**src/rtl/vrased_rst_seq_if.sv**
```systemverilog
// vrased_rst_seq_if: violation/PC inputs and reset-request/status outputs of the reset sequencer.
interface vrased_rst_seq_if;
  logic [5:0]  viol;
  logic [15:0] pc;
  logic        clr_cause;
  logic        cpu_rst;
  logic [5:0]  cause;
  logic [7:0]  viol_cnt;
  logic        busy;
  modport master (output viol, pc, clr_cause, input cpu_rst, cause, viol_cnt, busy);
  modport slave  (input viol, pc, clr_cause, output cpu_rst, cause, viol_cnt, busy);
endinterface

```
**src/rtl/vrased_rst_seq.sv**
```systemverilog
// vrased_rst_seq: holds the CPU in reset on monitor violations and waits for it to re-enter the reset vector.
module vrased_rst_seq #(
  parameter int          RST_CYCLES    = 4,
  parameter logic [15:0] RESET_HANDLER = 16'h0000,
  parameter int          PC_TIMEOUT    = 16
) (
  input logic             clk,
  input logic             reset,
  vrased_rst_seq_if.slave bus
);
  typedef enum logic [1:0] {IDLE, HOLD, WAIT_PC} state_t;
  localparam logic [7:0] HOLD_LAST = 8'(RST_CYCLES - 1);
  localparam logic [7:0] TMO_LAST  = 8'(PC_TIMEOUT - 1);
  state_t     r_state, w_next;
  logic [7:0] r_hold, w_hold, r_tmo, w_tmo, r_cnt;
  logic [5:0] r_cause;
  logic       r_cpu_rst, w_event, w_viol;
  assign w_viol = |bus.viol;
  always_comb begin
    w_next  = r_state;
    w_hold  = r_hold;
    w_tmo   = r_tmo;
    w_event = 1'b0;
    case (r_state)
      IDLE: begin
        w_next  = w_viol ? HOLD : IDLE;
        w_hold  = w_viol ? 8'd0 : r_hold;
        w_event = w_viol;
      end
      HOLD: begin
        w_next = (!w_viol && r_hold == HOLD_LAST) ? WAIT_PC : HOLD;
        w_hold = w_viol ? 8'd0 : r_hold + 8'd1;
        w_tmo  = 8'd0;
      end
      WAIT_PC: begin
        // a new violation beats the reset-vector match in the same cycle
        w_event = w_viol || (bus.pc != RESET_HANDLER && r_tmo == TMO_LAST);
        w_next  = w_event ? HOLD : (bus.pc == RESET_HANDLER) ? IDLE : WAIT_PC;
        w_hold  = 8'd0;
        w_tmo   = r_tmo + 8'd1;
      end
      default: w_next = IDLE;
    endcase
  end
  always_ff @(posedge clk) begin
    if (reset) begin
      r_state   <= IDLE;
      r_hold    <= '0;
      r_tmo     <= '0;
      r_cnt     <= '0;
      r_cause   <= '0;
      r_cpu_rst <= 1'b0;
    end else begin
      r_state   <= w_next;
      r_hold    <= w_hold;
      r_tmo     <= w_tmo;
      r_cnt     <= (w_event && r_cnt != 8'hFF) ? r_cnt + 8'd1 : r_cnt;
      r_cause   <= bus.clr_cause ? bus.viol : (r_cause | bus.viol);
      r_cpu_rst <= (w_next == HOLD);
    end
  end
  assign bus.cpu_rst  = r_cpu_rst;
  assign bus.cause    = r_cause;
  assign bus.viol_cnt = r_cnt;
  assign bus.busy     = (r_state != IDLE);
endmodule

```
**src/flat_wrapper.sv**
```systemverilog
// flat-port wrapper written by rule: the top's interface ports become plain ports
module vrased_rst_seq_flat 
#(
  parameter int          RST_CYCLES    = 4,
  parameter logic [15:0] RESET_HANDLER = 16'h0000,
  parameter int          PC_TIMEOUT    = 16
)
  (clk, reset, bus_viol, bus_pc, bus_clr_cause, bus_cpu_rst, bus_cause, bus_viol_cnt, bus_busy);
  vrased_rst_seq_if bus_i ();
  input logic clk;
  input logic reset;
  input wire logic [$bits(bus_i.viol)-1:0] bus_viol;
  input wire logic [$bits(bus_i.pc)-1:0] bus_pc;
  input wire logic [$bits(bus_i.clr_cause)-1:0] bus_clr_cause;
  output wire logic [$bits(bus_i.cpu_rst)-1:0] bus_cpu_rst;
  output wire logic [$bits(bus_i.cause)-1:0] bus_cause;
  output wire logic [$bits(bus_i.viol_cnt)-1:0] bus_viol_cnt;
  output wire logic [$bits(bus_i.busy)-1:0] bus_busy;
  assign bus_i.viol = bus_viol;
  assign bus_i.pc = bus_pc;
  assign bus_i.clr_cause = bus_clr_cause;
  assign bus_cpu_rst = bus_i.cpu_rst;
  assign bus_cause = bus_i.cause;
  assign bus_viol_cnt = bus_i.viol_cnt;
  assign bus_busy = bus_i.busy;
  vrased_rst_seq #(.RST_CYCLES(RST_CYCLES), .RESET_HANDLER(RESET_HANDLER), .PC_TIMEOUT(PC_TIMEOUT)) u_core (.clk(clk), .reset(reset), .bus(bus_i));
endmodule
```
**config.mk**
```make
export PLATFORM = sky130hd
export DESIGN_NAME = vrased_rst_seq_flat
export DESIGN_NICKNAME = d
export VERILOG_FILES = /design/src/rtl/vrased_rst_seq_if.sv /design/src/rtl/vrased_rst_seq.sv /design/src/flat_wrapper.sv
export SDC_FILE = /design/constraint.sdc
export NUM_CORES = 1
export LEC_CHECK = 0
export BUFFER_PORTS_ARGS = -buffer_cell sky130_fd_sc_hd__buf_2
export CAP_MARGIN = 40
export CORE_MARGIN = 2
export CORE_UTILIZATION = 51
export DETAILED_ROUTE_END_ITERATION = 16
export PLACE_DENSITY = 0.82
export SLEW_MARGIN = 20
export SYNTH_ARGS = -nofsm -noshare
export SYNTH_HDL_FRONTEND = slang
export SYNTH_SLANG_ARGS = --single-unit
```
**constraint.sdc**
```tcl
create_clock -name clk -period 2.5 [get_ports clk]
set_input_delay 0.5 -clock clk [delete_from_list [all_inputs] [get_ports clk]]
set_output_delay 0.5 -clock clk [all_outputs]
set_load 0.01 [all_outputs]
```
======== Word level (Yosys, flattened, before mapping) ========
Cells that the tools add are included.
storage, ports and cells
  input bits .............................. 25
  flip-flop bits (word level) ............. 33
  logic and storage cells ................. 41
cells by class
  eq/ne operators ......................... 7
  $add $sub $neg .......................... 3
  multiplexer cells ....................... 11
  bitwise logic cells ..................... 1
  reduce and logical (&&, ||, !) cells .... 13
operator list
  operator                                        number
  adder 8 x 1 -> 8 bit (second input constant)    3
  one-hot mux 8 bit (3 select lines)              1
  logical NOT 16 bit                              1
  two-way mux 8 bit                               2
  one-hot mux 8 bit (2 select lines)              1
  nonzero test 16 bit                             1
  == test 8 x 2 -> 1 bit (second input constant)  1
  == test 8 x 4 -> 1 bit (second input constant)  1
  != test 8 bit (second input constant)           1
  two-way mux 2 bit                               3
  two-way mux 6 bit                               1
  OR 6 bit                                        1
  one-hot mux 2 bit (3 select lines)              1
  OR reduction 6 bit                              1
  == test 2 x 1 -> 1 bit (second input constant)  2
  nonzero test 2 bit                              2
  logical AND 1 bit                               3
  nonzero test 3 bit                              1
  == test 2 bit (second input constant)           1
  logical NOT 2 bit                               1
  != test 2 x 1 -> 1 bit (second input constant)  1
  one-hot mux 1 bit (2 select lines)              1
  AND reduction 2 bit                             1
  logical NOT 1 bit                               1
  2 further kinds                                 2

======== Logic depth before layout (Yosys ltp) ========
  depth after elaboration ................. 6
  mapped depth ............................ 8
  gate-level depth less buffers ........... 7

======== Worst setup path after synthesis ========
Ideal clock, no wire load.
  kind .................................... flip-flop to flip-flop
  start point ............................. reg u_core.r_tmo[0]
  end point ............................... reg u_core.r_cnt[5] (netlist: u_core.bus.viol_cnt[5])
  slack ................................... 0.720 ns
  path buffers ............................ 0
  setup time .............................. 0.121 ns
  data required time ...................... 2.379 ns
  cell stages (with the launch flop) ...... 7
  data arrival time ....................... 1.659 ns
  clock period less this slack ............ 1.780 ns
  path through ............................ dfxtp_1 -> ha_1 -> nand4b_1 -> nor4_2 -> a31oi_2 -> nor4b_1 -> mux2_2
between the ends
  cells in the longest elaborated chain, start to end .. 5
ends and longest elaborated chain
  element                             RTL line              text
  start: declaration                  vrased_rst_seq.sv:15  logic [7:0] r_hold, w_hold, r_tmo, w_tmo, r_cnt;
  start signal: assignment            vrased_rst_seq.sv:56  r_tmo <= w_tmo;
  == test 8 x 4 -> 1 bit              vrased_rst_seq.sv:37  w_event = w_viol || (bus.pc != RESET_HANDLER && r_tmo == TMO_LAST);
  logical AND 1 bit                   vrased_rst_seq.sv:37
  logical OR 1 bit                    vrased_rst_seq.sv:37
  one-hot mux 1 bit (2 select lines)  vrased_rst_seq.sv:24  case (r_state)
  logical AND 1 bit                   vrased_rst_seq.sv:57  r_cnt <= (w_event && r_cnt != 8'hFF) ? r_cnt + 8'd1 : r_cnt;
  end signal: assignment              vrased_rst_seq.sv:57
  end: declaration                    vrased_rst_seq.sv:15
Every way passes these cells.
A chain may end at the register's enable or synchronous reset.

======== Worst setup path in the final report ========
Ends and elaborated chain as after synthesis.

==> results.ini <==
[grt]
grt_pass1_vias = 1221
grtUsageTotal = 0.201
grt_pass1_wl_um = 5210
antenna_found_initial = 0
grt_max_degree = 23
grt_overflow = 0

[clock_network]
clockBufferDepth = 2
cts_buffers = 5
hold_buffers = 0
htree_num_levels = 2
clock_latency_ps = 340
cts.sinks = 33
cts_root_buffer = clkbuf_4
ctsResizeCount = 0
cts.clk_slew.worst_paths_ps = 100
postCtsSetupBuffers = 0
cts_tree = built

[finish]
multi_input_area_um2 = 856
mostFrequentLayoutCell = buf_2
final_core_util = 0.615
final_cell_mix = 40 x buf_2, 33 x dfxtp_1, 25 x nor2_1
drive_gt1_frac = 0.237
regArea_um2 = 661
fillers = 265
finalInstanceArea_um2 = 1830
num_antenna_cells = 0
area.growth.synth_to_final_pct = 17.2
nNetsFinal = 250

[synthesis]
post_synth_num_cell_types = 37
synthCells = 175
synth-edff-count = 0
ys_seq_area_frac = 0.423
async_flop_share = 0
syn_area_um2 = 1560
syn_avg_cell_area_um2 = 8.93
yosysWarnings = 0
ys_ff_latch = 33
syn-num-nets = 207
synth_ff_type = dfxtp_1

[power]
p_leak_uw = 0.000755
finalPower_uw = 950
p_per_area_nw_per_um2 = 518
vdd_drop_max_mv = 0.362

[placement]
io_buffers = 40
gp_congestion = 0.795
dp.final_hpwl_um = 2420
placed_area_um2 = 1780

[floorplanning]
die-width_um = 59.4
row_count = 20
die_h_um = 59.4
num_io_pins = 41
core_um2 = 2980
dieArea_um2 = 3520
start_util = 0.525

[setup_path]
reg2reg_slack_ps = 400
path_cells = ha_1, nand4b_1, nor4_2, a31oi_2, nor4b_1, mux2_2
cp.required_ps = 2730
startpoint_type = register
worst_ep_arrival_time_ps = 2330
path_buf_inv = 0
worstSetupPathType = register to register
cpPeakStageDelay_ps = 380
crit_path_top_delay_cell = dfxtp_1
end_kind = register
crit_family = simple AND/OR/NAND/NOR gates
cp_max_fo = 12

[sta]
worstMarginPinSlew_ps = 594
fin_crit_ps = 2100
drv_slew = 0
setup_viol = 0
fin_skew_ps = 10.5
rsz0062_at_grt = no
fin_tns_setup_ps = 0
max_freq_mhz = 477
slew_headroom = 0.602
hold_violations = 0
min_period_over_period = 0.839

[routing]
drtAntennaViolNets = 0
vias = 1385
drt_iter0_markers = 90
first_pass_iters = 4
viasPerCell = 5.50
wl_per_cell_um = 12.9
drt_wl_total_um = 3240
drc_errors = 0

[hold_path]
hold_path.class = input port to register

[run]
cap_violations = 0

[outcome]
outcome = finished clean

==> report_power, final <==
group,switching (uW),total (uW),internal [uW]
combinational,62.5,113,50.6
sequential,14.1,557,542
clock,173,280,107
total,250,950,700
==> kinds of logic (layout without fill, tap and decap cells) <==
family	count (synthesis)	in the layout	synth area share
adders and majority gates	7	7	0.0560
muxes	6	6	0.0408
DFF	33	33	0.423
buffers and inverters	10	54	0.0296
AOI/OAI and AO/OA	27	27	0.104
xor gates and xnor gates	12	12	0.0673
and+or+nand+nor	80	80	0.279
==> state kept, by name (all words and copies together), names as in the netlist <==
signal and flops:
u_core.bus.viol_cnt 8, u_core.r_hold 8, u_core.r_state 2, u_core.bus.cpu_rst 1, u_core.bus.cause 6, u_core.r_tmo 8
==> cell usage after synthesis (all sizes together), types with 2 or more instances <==
cell type	n	share of area
a21o	3	0.014
nand2b	3	0.012
or3	5	0.020
nor2b	4	0.016
a21oi	12	0.038
mux2i	3	0.019
dfxtp	33	0.42
ha	7	0.056
buf	3	0.013
nand2	10	0.024
inv	6	0.014
nor4	6	0.038
xnor2	3	0.017
o21ai	6	0.019
nor3	3	0.0096
nor4b	3	0.017
a211oi	2	0.0096
mux2	3	0.022
nand4	9	0.036
and3	2	0.0080
a31oi	2	0.012
xor2	9	0.050
nand3	6	0.019
nor2	25	0.060
==> worst min-delay path, stage by stage <==
cell,delay (ps)
buf_2,90
a21oi_1,30
nor2_1,70
==> stage by stage <==
stage,worst slack [ps],std cells,hold WS (ps)
after floorplan,720,175,469
after global placement,358,244,463
after detailed placement,324,244,474
after CTS,395,252,361
after global routing,188,252,389
final,403,252,376
==> per-layer routing <==
layer	share of wire	GRT usage	routed length, um	vias to the layer above
met5	0	0	0	-
met4	0.021	0.120	69	0
met3	0.051	0.0502	166	9
met2	0.47	0.309	1530	41
met1	0.46	0.252	1480	626
li1	-	-	-	709
==> layout make-up <==
cell class	instances	share of cell area
clock inverter	2	0.00546
timing repair buffer	40	0.109
clock buffer	6	0.0225
sequential	33	0.361
tap	33	0.0225
multi-input combinational	132	0.467
inverter	6	0.0123
==> final timing paths <==
kind / startpoint / endpoint / cells after the start
worst max-delay path: u_core.r_tmo[0] / u_core.bus.viol_cnt[5] / 6
worst min-delay path: bus_viol[0] / u_core.bus.cause[0] / 3
worst max register to register: u_core.r_tmo[0] / u_core.bus.viol_cnt[5] / 6
worst min register to register: u_core.bus.cause[3] / u_core.bus.cause[3] / 2
Power figures use the tool's default switching activity.
